**src/rtl/uart_tx_fifo_if.sv**
```systemverilog
// Byte-strobe input and UART status bundle for uart_tx_fifo.
// The system (master) drives the strobe. The serial stage (slave) returns
// the line and its status flags.
interface uart_tx_fifo_if #(
  parameter int FIFO_DEPTH = 16
);
  localparam int CNT_W = $clog2(FIFO_DEPTH + 1);

  logic [7:0]       in_byte;
  logic             in_byte_en;
  logic             tx;
  logic             busy;
  logic [CNT_W-1:0] fifo_count;
  logic             overflow;

  modport master (
    output in_byte, in_byte_en,
    input  tx, busy, fifo_count, overflow
  );

  modport slave (
    input  in_byte, in_byte_en,
    output tx, busy, fifo_count, overflow
  );
endinterface

```
**src/rtl/uart_tx_fifo.sv**
```systemverilog
// Serial console stage: buffers strobed bytes in a small FIFO and sends them
// as 8N1 UART frames (idle-high, LSB first). Frames follow each other with
// no idle gap. A byte strobed while the FIFO is full is dropped, and the
// sticky overflow flag is set.
module uart_tx_fifo #(
  parameter int CLK_DIV    = 868,
  parameter int FIFO_DEPTH = 16
) (
  input  logic            clk,
  input  logic            resetn,
  uart_tx_fifo_if.slave   bus
);
  localparam int CNT_W  = $clog2(FIFO_DEPTH + 1);
  localparam int PTR_W  = (FIFO_DEPTH > 1) ? $clog2(FIFO_DEPTH) : 1;
  localparam int BAUD_W = (CLK_DIV > 1) ? $clog2(CLK_DIV) : 1;
  localparam logic [BAUD_W-1:0] BAUD_RELOAD = BAUD_W'(CLK_DIV - 1);
  localparam logic [CNT_W-1:0]  DEPTH_C     = CNT_W'(FIFO_DEPTH);

  typedef enum logic [1:0] {
    S_IDLE  = 2'd0,
    S_START = 2'd1,
    S_DATA  = 2'd2,
    S_STOP  = 2'd3
  } state_t;

  state_t            state_q, state_d;
  logic [BAUD_W-1:0] baud_q, baud_d;
  logic [2:0]        bit_idx_q, bit_idx_d;
  logic [7:0]        shift_q, shift_d;
  logic              tx_q, tx_d;
  logic [PTR_W-1:0]  wr_ptr_q, wr_ptr_d;
  logic [PTR_W-1:0]  rd_ptr_q, rd_ptr_d;
  logic [CNT_W-1:0]  count_q, count_d;
  logic              overflow_q, overflow_d;
  logic              busy_q, busy_d;
  logic [7:0]        mem_q [FIFO_DEPTH];

  logic              pop_s;
  logic              push_s;
  logic              nonempty_s;
  logic              baud_zero_s;
  logic [7:0]        head_s;

  assign nonempty_s  = (count_q != {CNT_W{1'b0}});
  assign baud_zero_s = (baud_q == {BAUD_W{1'b0}});
  assign head_s      = mem_q[rd_ptr_q];

  // Frame sequencer: bit timing, shift register and the pop decision.
  always_comb begin
    state_d   = state_q;
    baud_d    = baud_q;
    bit_idx_d = bit_idx_q;
    shift_d   = shift_q;
    tx_d      = tx_q;
    pop_s     = 1'b0;
    case (state_q)
      S_IDLE: begin
        if (nonempty_s) begin
          pop_s   = 1'b1;
          shift_d = head_s;
          tx_d    = 1'b0;
          baud_d  = BAUD_RELOAD;
          state_d = S_START;
        end else begin
          tx_d    = 1'b1;
          state_d = S_IDLE;
        end
      end
      S_START: begin
        if (baud_zero_s) begin
          tx_d      = shift_q[0];
          bit_idx_d = 3'd0;
          baud_d    = BAUD_RELOAD;
          state_d   = S_DATA;
        end else begin
          baud_d = baud_q - BAUD_W'(1);
        end
      end
      S_DATA: begin
        if (baud_zero_s) begin
          baud_d = BAUD_RELOAD;
          if (bit_idx_q != 3'd7) begin
            shift_d   = {1'b0, shift_q[7:1]};
            tx_d      = shift_q[1];
            bit_idx_d = bit_idx_q + 3'd1;
          end else begin
            tx_d    = 1'b1;
            state_d = S_STOP;
          end
        end else begin
          baud_d = baud_q - BAUD_W'(1);
        end
      end
      S_STOP: begin
        if (baud_zero_s) begin
          if (nonempty_s) begin
            // Back-to-back frame: the next start bit follows the stop bit directly.
            pop_s   = 1'b1;
            shift_d = head_s;
            tx_d    = 1'b0;
            baud_d  = BAUD_RELOAD;
            state_d = S_START;
          end else begin
            tx_d    = 1'b1;
            state_d = S_IDLE;
          end
        end else begin
          baud_d = baud_q - BAUD_W'(1);
        end
      end
      default: begin
        tx_d    = 1'b1;
        state_d = S_IDLE;
      end
    endcase
  end

  // FIFO bookkeeping: accept/drop decision, pointers, occupancy and status.
  always_comb begin
    push_s     = bus.in_byte_en & ((count_q != DEPTH_C) | pop_s);
    overflow_d = overflow_q | (bus.in_byte_en & ~push_s);
    wr_ptr_d   = push_s ? (wr_ptr_q + PTR_W'(1)) : wr_ptr_q;
    rd_ptr_d   = pop_s  ? (rd_ptr_q + PTR_W'(1)) : rd_ptr_q;
    case ({push_s, pop_s})
      2'b10:   count_d = count_q + CNT_W'(1);
      2'b01:   count_d = count_q - CNT_W'(1);
      default: count_d = count_q;
    endcase
    // Derived from next-state values so the registered copy is glitch-free.
    busy_d = (state_d != S_IDLE) | (count_d != {CNT_W{1'b0}});
  end

  // FIFO storage: written on accepted strobes; contents need no reset.
  always_ff @(posedge clk) begin
    if (push_s) begin
      mem_q[wr_ptr_q] <= bus.in_byte;
    end
  end

  // State registers, cleared asynchronously so a reset aborts any frame at once.
  always_ff @(posedge clk or negedge resetn) begin
    if (!resetn) begin
      state_q    <= S_IDLE;
      baud_q     <= {BAUD_W{1'b0}};
      bit_idx_q  <= 3'd0;
      shift_q    <= 8'd0;
      tx_q       <= 1'b1;
      wr_ptr_q   <= {PTR_W{1'b0}};
      rd_ptr_q   <= {PTR_W{1'b0}};
      count_q    <= {CNT_W{1'b0}};
      overflow_q <= 1'b0;
      busy_q     <= 1'b0;
    end else begin
      state_q    <= state_d;
      baud_q     <= baud_d;
      bit_idx_q  <= bit_idx_d;
      shift_q    <= shift_d;
      tx_q       <= tx_d;
      wr_ptr_q   <= wr_ptr_d;
      rd_ptr_q   <= rd_ptr_d;
      count_q    <= count_d;
      overflow_q <= overflow_d;
      busy_q     <= busy_d;
    end
  end

  assign bus.tx         = tx_q;
  assign bus.busy       = busy_q;
  assign bus.fifo_count = count_q;
  assign bus.overflow   = overflow_q;
endmodule

```
**src/flat_wrapper.sv**
```systemverilog
// flat-port wrapper written by rule: the top's interface ports become plain ports
module uart_tx_fifo_flat 
#(
  parameter int CLK_DIV    = 868,
  parameter int FIFO_DEPTH = 16
)
  (clk, resetn, bus_in_byte, bus_in_byte_en, bus_tx, bus_busy, bus_fifo_count, bus_overflow);
  uart_tx_fifo_if #(.FIFO_DEPTH(FIFO_DEPTH)) bus_i ();
  input  logic clk;
  input  logic resetn;
  input wire logic [$bits(bus_i.in_byte)-1:0] bus_in_byte;
  input wire logic [$bits(bus_i.in_byte_en)-1:0] bus_in_byte_en;
  output wire logic [$bits(bus_i.tx)-1:0] bus_tx;
  output wire logic [$bits(bus_i.busy)-1:0] bus_busy;
  output wire logic [$bits(bus_i.fifo_count)-1:0] bus_fifo_count;
  output wire logic [$bits(bus_i.overflow)-1:0] bus_overflow;
  assign bus_i.in_byte = bus_in_byte;
  assign bus_i.in_byte_en = bus_in_byte_en;
  assign bus_tx = bus_i.tx;
  assign bus_busy = bus_i.busy;
  assign bus_fifo_count = bus_i.fifo_count;
  assign bus_overflow = bus_i.overflow;
  uart_tx_fifo #(.CLK_DIV(CLK_DIV), .FIFO_DEPTH(FIFO_DEPTH)) u_core (.clk(clk), .resetn(resetn), .bus(bus_i));
endmodule
```
**config.mk**
```make
export PLATFORM = sky130hd
export DESIGN_NAME = uart_tx_fifo_flat
export DESIGN_NICKNAME = d
export VERILOG_FILES = /design/src/rtl/uart_tx_fifo_if.sv /design/src/rtl/uart_tx_fifo.sv /design/src/flat_wrapper.sv
export SDC_FILE = /design/constraint.sdc
export NUM_CORES = 1
export LEC_CHECK = 0
export CORE_UTILIZATION = 65
export DETAILED_ROUTE_END_ITERATION = 10
export PLACE_DENSITY = 0.92
export SYNTH_ARGS = -nofsm -noshare
export SYNTH_HDL_FRONTEND = slang
export SYNTH_SLANG_ARGS = --single-unit
```
**constraint.sdc**
```tcl
create_clock -name clk -period 9.6 [get_ports clk]
set_clock_uncertainty 0.05 [all_clocks]
set_input_delay 1.92 -clock clk [delete_from_list [all_inputs] [get_ports clk]]
set_output_delay 1.92 -clock clk [all_outputs]
set_load 0.01 [all_outputs]
```
==> impl_metrics.py, run 1 <==
metrics = {
    "global_routing": {
        "grt_antenna_before_repair": 0,
        "grt_usage_pct": 27.8,
        "grt_pass1_vias": 4216,
        "grt_remaining_overflow": 0,
        "grt_max_degree": 40,
        "grt_pass1_wl_um": 22700,
    },
    "finish": {
        "final_common_cell": "edfxtp_1",
        "areaGrowthSynthToFinish_pct": 11.0,
        "final_cell_mix": "edfxtp_1, dfrtp_1, mux4_2",
        "drive_gt1_share_pct": 16.3,
        "num_antenna_cells": 0,
        "fin_nets": 500,
    },
    "timing": {
        "min_period_over_period_pct": 52.1,
        "hold_ws_ns": 0.464,
        "rsz0062_at_grt": "false",
        "setup_ws_ns": 4.60,
        "tightest_slew_ns": 1.18,
        "layout_min_cycle_time_ns": 5.00,
        "finalSetupViolations": 0,
        "slew_headroom_pct": 20.5,
        "fmax_mhz": 200,
        "setup_tns_ns": 0,
        "drv_slew": 0,
        "finalHoldViolations": 0,
    },
    "critical_path": {
        "worst_path_most_repeated_cell": "a21o_1",
        "worstPathRequired_ns": 9.95,
        "worstPathArrival_ns": 5.35,
        "path_class": "register to register",
        "worstPathMaxFanout": 15,
        "cp_slowest_cell": "nor4_1",
        "end_kind": "register",
        "max_stage_delay_ns": 1.02,
        "crit_path_start_kind": "register",
        "crit_chain": "nor4_1, nor2b_1, nor3_1, fa_1, a21o_1, a21o_1, or3_1, a311o_1, or4_1",
    },
    "route": {
        "vias_per_cell": 6.60,
        "route.vias.total": 4126,
        "wl_per_cell_um": 23.3,
        "ant_nets": 0,
        "drc_errors": 0,
        "drtIter0Drc": 410,
        "drt-total-wl_um": 14600,
        "dr.pass1.iters": 7,
    },
    "power_and_ir_drop": {
        "irDropWorstVdd_v": 0.000195,
        "p_clk_share_pct": 24.4,
        "fin_total_pwr_mw": 2.46,
        "pwr-share-seq_pct": 41.1,
        "powerDensity_mw_per_mm2": 305,
        "p_comb_share_pct": 34.5,
        "intPower_mw": 1.63,
        "swShare_pct": 33.7,
        "switchingPower_mw": 0.828,
        "leakage_nw": 2.81,
    },
    "placement": {
        "io_buffers": 18,
        "dp_slack_ns": 4.42,
        "gp_congestion": 0.784,
        "dp_hpwl_um": 9180,
    },
    "run_status": {
        "outcome": "completed",
    },
    "flow_run": {
        "maxCapViolCount": 0,
    },
    "synthesis": {
        "synth_area_leaders": "edfxtp_1, dfrtp_1, mux4_2",
        "synth_top_area_share_pct": 52.9,
        "async_reset_ff_share_pct": 23.4,
        "postSynthCellCount": 455,
        "synth_top_flop_cell": "edfxtp_1",
        "synth_edf_count": 128,
        "synth_warnings": 0,
        "syn_area_sq_mm": 0.00726,
        "ys_seq_area_share_pct": 66.4,
        "synth_nets": 483,
        "syn_avg_cell_area_sq_um": 16.0,
        "synth_top_area_cell": "edfxtp_1",
        "netlist-cell-type-count": 54,
        "ys_ff_latch": 167,
    },
    "clock_tree": {
        "cts_buffers": 17,
        "cts_hold_buf": 0,
        "cts.sinks": 167,
        "cts_tree": "built",
        "htreeDepth": 4,
        "post-cts-setup-buffers": 0,
        "clock_latency_ns": 0.54,
        "cts.repair.resized": 0,
        "clkTransAtPathRegs_ns": 0.07,
        "clockBufferDepth": 2,
        "clock-root-buffer": "clkbuf_8",
    },
    "floorplan": {
        "fp.dieW_um": 108,
        "rows": 38,
        "io_pins": 19,
        "fp.dieArea_sq_mm": 0.0116,
        "die_h_um": 108,
        "core_area_sq_mm": 0.0108,
        "start_util_pct": 67.0,
    },
    "worst_hold_path": {
        "hold_path_class": "register to register",
    },
}
==> kinds of logic after synthesis <==
logic type | count (synthesis) | synth area share (%)
AO/OA/AOI/OAI | 87 | 8.06
XOR/XNOR | 13 | 1.57
adder cells (fa/ha/maj) | 17 | 3.03
buffers and inverters | 34 | 1.84
flip-flops | 167 | 66.4
multiplexers | 47 | 12.2
AND/OR/NAND/NOR | 90 | 6.89
==> per-layer routing <==
layer / wire length [um] / up-vias / global-route usage, %
li1: - / 1820 / -
met5: 0 / - / 0
met2: 7780 / 171 / 47.0
met1: 5710 / 2106 / 34.7
met4: 248 / 0 / 10.9
met3: 848 / 29 / 6.72
==> Yosys cell counts, drive strengths merged, types with 3 or more instances <==
master,number
nor2b,9
nand3,5
nor3,6
xor2,3
dfrtp,38
xnor2,10
mux2,5
inv,11
mux4,33
nor4b,3
a31oi,4
or3,4
clkbuf,17
a21o,4
edfxtp,128
nor2,18
o22a,6
and3,3
a21oi,26
a211oi,14
and2,16
o21ai,12
buf,6
mux2i,9
ha,16
o21a,3
nand2,15
==> power groups by stage <==
| stage | combinational [mW] | sequential (mW) | clock, mW |
|---|---|---|---|
| after floorplan | 0.637 | 0.990 | 0 |
| after global placement | 0.783 | 1.01 | 0 |
| after detailed placement | 0.836 | 1.02 | 0 |
| after CTS | 0.845 | 1.01 | 0.603 |
| after global routing | 0.917 | 1.02 | 0.632 |
| final | 0.848 | 1.01 | 0.600 |
==> state kept, by name, indices dropped and copies added (netlist names) <==
register and cells:
u_core.wr_ptr_q 4, u_core.baud_q 10, u_core.mem_q 128, u_core.shift_q 8, u_core.state_q 2, u_core.bus.tx 1, u_core.bus.fifo_count 5, u_core.rd_ptr_q 4
u_core.bus.overflow 1, u_core.bus.busy 1, u_core.bit_idx_q 3
==> worst max-delay path, delay by kind of cell (launching register included) <==
| kind | cells | cell delay [ns] |
|---|---|---|
| compound gates | 3 | 0.79 |
| simple gates | 5 | 3.07 |
| flops | 1 | 0.47 |
| fa+ha+maj | 1 | 0.50 |
==> final timing paths <==
path	start	to	slack [ns]	cells after the start
max	u_core.bus.fifo_count[0]	u_core.bus.busy	4.60	9
min	u_core.bus.overflow	u_core.bus.overflow	0.46	1
max reg2reg	u_core.bus.fifo_count[0]	u_core.bus.busy	4.60	9
min reg2reg	u_core.bus.overflow	u_core.bus.overflow	0.46	1
max in group asynchronous	resetn	u_core.bus.fifo_count[2]	7.48	1
min in group asynchronous	resetn	u_core.baud_q[7]	1.45	1
==> area by class of cell <==
cell class | instances | area (sq um)
Sequential cell | 167 | 4820
Multi-Input combinational cell | 254 | 2310
Tap cell | 140 | 175
Inverter | 11 | 41.3
Clock buffer | 17 | 414
Clock inverter | 15 | 108
Timing Repair Buffer | 21 | 198
Fill cell | 599 | 2770
==> stage by stage <==
stage,utilization (%),cell area [sq um],cells
2_1_floorplan,-,7260,455
6_report,74.4,8070,625
4_1_cts,74.4,8070,625
5_1_grt,74.4,8070,625
3_3_place_gp,69.6,7540,593
3_5_place_dp,69.6,7540,593
No activity file was read; power rests on OpenSTA's default activity.
==> inputs of run 2 (changes only) <==
--- a/config.mk
+++ b/config.mk
@@ -5,9 +5,9 @@
 export SDC_FILE = /design/constraint.sdc
 export NUM_CORES = 1
 export LEC_CHECK = 0
-export CORE_UTILIZATION = 65
+export CORE_UTILIZATION = 55
 export DETAILED_ROUTE_END_ITERATION = 10
-export PLACE_DENSITY = 0.92
+export PLACE_DENSITY = 0.84
 export SYNTH_ARGS = -nofsm -noshare
 export SYNTH_HDL_FRONTEND = slang
 export SYNTH_SLANG_ARGS = --single-unit
==> constraint.sdc (replaced) <==
create_clock -name clk -period 4.1 [get_ports clk]
set_clock_uncertainty 0.05 [all_clocks]
set_input_delay 0.82 -clock clk [delete_from_list [all_inputs] [get_ports clk]]
set_output_delay 0.82 -clock clk [all_outputs]
set_load 0.01 [all_outputs]
==> impl_metrics.py, run 2 (same netlist as run 1, synthesis figures left out) <==
metrics = {
    "finish": {
        "fin_cells": 664,
        "reg_top3": "u_core.mem_q (128), u_core.baud_q (10), u_core.shift_q (8)",
        "regMostFlops": "u_core.mem_q",
        "fin_nets": 507,
        "areaGrowthSynthToFinish_pct": 13.2,
        "drive_gt1_share_pct": 17.1,
        "final_cell_mix": "edfxtp_1, dfrtp_1, mux4_2",
        "final_common_cell": "edfxtp_1",
        "num_antenna_cells": 0,
        "largest_reg_flops": 128,
    },
    "worst_hold_path": {
        "hold_path_class": "register to register",
    },
    "timing": {
        "slew_headroom_pct": 40.5,
        "drv_slew": 0,
        "finalHoldViolations": 0,
        "layout_min_cycle_time_ns": 3.82,
        "hold_ws_ns": 0.433,
        "tightest_slew_ns": 0.893,
        "rsz0062_at_grt": "false",
        "setup_tns_ns": 0,
        "min_period_over_period_pct": 93.3,
        "fmax_mhz": 262,
        "finalSetupViolations": 0,
    },
    "floorplan": {
        "core_area_sq_mm": 0.0128,
        "start_util_pct": 56.9,
        "io_pins": 19,
        "rows": 41,
        "fp.dieArea_sq_mm": 0.0137,
        "die_h_um": 117,
        "fp.dieW_um": 117,
    },
    "critical_path": {
        "path_class": "register to register",
        "r2r_end": "u_core.bus.busy",
        "ff2ff_setup_slack_ns": 0.28,
        "worstPathMaxFanout": 10,
        "max_stage_delay_ns": 0.47,
        "end_kind": "register",
        "worstPathArrival_ns": 4.07,
        "timing.critical_path.from": "u_core.state_q[0]",
        "crit_path_start_kind": "register",
        "crit_path_end": "u_core.bus.busy",
        "r2r_start": "u_core.state_q[0]",
        "reg2reg_depth": 11,
        "cp_slowest_cell": "or4_1",
        "crit_chain": "inv_1, ha_1, nand2b_1, o22a_2, nor3_2, ha_1, a21o_1, a21o_1, or3_1, a311o_1, or4_1",
        "worstPathRequired_ns": 4.35,
    },
    "clock_tree": {
        "cts.sinks": 167,
        "post-cts-setup-buffers": 0,
        "clock-root-buffer": "clkbuf_16",
        "htreeDepth": 4,
        "clock_latency_ns": 0.43,
        "clkTransAtPathRegs_ns": 0.06,
        "clockBufferDepth": 2,
        "cts_buffers": 17,
        "cts_tree": "built",
    },
    "route": {
        "dr.pass1.iters": 5,
        "vias_per_cell": 6.24,
        "drt-total-wl_um": 14800,
        "route.vias.total": 4141,
        "wl_per_cell_um": 22.3,
        "ant_nets": 0,
        "drc_errors": 0,
        "drtIter0Drc": 436,
    },
    "power_and_ir_drop": {
        "powerDensity_mw_per_mm2": 725,
        "leakage_nw": 2.88,
        "irDropWorstVdd_v": 0.000390,
    },
    "global_routing": {
        "grt_usage_pct": 23.7,
        "grt_pass1_vias": 4162,
        "grt_remaining_overflow": 0,
        "grt_max_degree": 40,
        "grt_antenna_before_repair": 0,
        "grt_pass1_wl_um": 22500,
    },
    "placement": {
        "dp.cells": 632,
        "io_buffers": 18,
        "gp_congestion": 0.796,
        "dp_hpwl_um": 9130,
    },
    "flow_run": {
        "maxCapViolCount": 0,
    },
    "run_status": {
        "outcome": "completed",
    },
}
==> run 2: where the power goes <==
part	switching, mW	total, mW	internal [mW]
clock network	0.666	1.56	0.898
registers	0.292	2.42	2.13
logic	1.01	1.97	0.961
total	1.97	5.96	3.99
==> run 2: layout make-up <==
type / count / area, sq um
Clock buffer: 17 / 425
Sequential cell: 167 / 4820
Fill cell: 840 / 4550
Timing Repair Buffer: 28 / 250
Inverter: 11 / 41.3
Multi-Input combinational cell: 254 / 2310
Tap cell: 172 / 215
Clock inverter: 15 / 153
==> run 2: through the flow <==
stage	utilization, %	power [mW]	area, sq um	setup WS [ns]
3_5_place_dp	59.8	4.37	7640	0.148
6_report	64.4	5.96	8220	0.276
4_1_cts	64.3	5.96	8220	0.146
5_1_grt	64.4	6.24	8220	0.113
2_1_floorplan	-	3.81	7260	0.108
3_3_place_gp	59.8	4.27	7640	0.339
==> run 2: worst max-delay path: cells and delay by family, from the launching register on <==
kind | cells | cell delay (ns)
fa+ha+maj | 2 | 0.79
compound gates | 4 | 1.02
flops | 1 | 0.41
buf+inv | 1 | 0.10
simple gates | 4 | 1.32
==> run 2: how the worst min path moves through the flow <==
| stage | startpoint | to | cells past startpoint |
|---|---|---|---|
| final | u_core.bus.overflow | u_core.bus.overflow | 1 |
| after CTS | u_core.bus.overflow | u_core.bus.overflow | 1 |
| after global routing | u_core.bus.overflow | u_core.bus.overflow | 1 |
| after global placement | u_core.bus.overflow | u_core.bus.overflow | 1 |
| after detailed placement | u_core.bus.overflow | u_core.bus.overflow | 1 |
| after floorplan | u_core.baud_q[6] | u_core.baud_q[6] | 1 |
==> run 2: timing repair <==
item,in CTS,in global routing
hold buffers,0,0
endpoints found under the setup margin,0,1
gates resized for setup,0,1
==> run 2: per-layer routing <==
metal  GRT usage (%)  up-vias  share of wire [%]
met2            39.3      162                 52
met5               0        -                  0
met4            12.1        0                2.6
met1            29.7     2111                 41
met3            5.15       36                4.6
li1                -     1832                  -
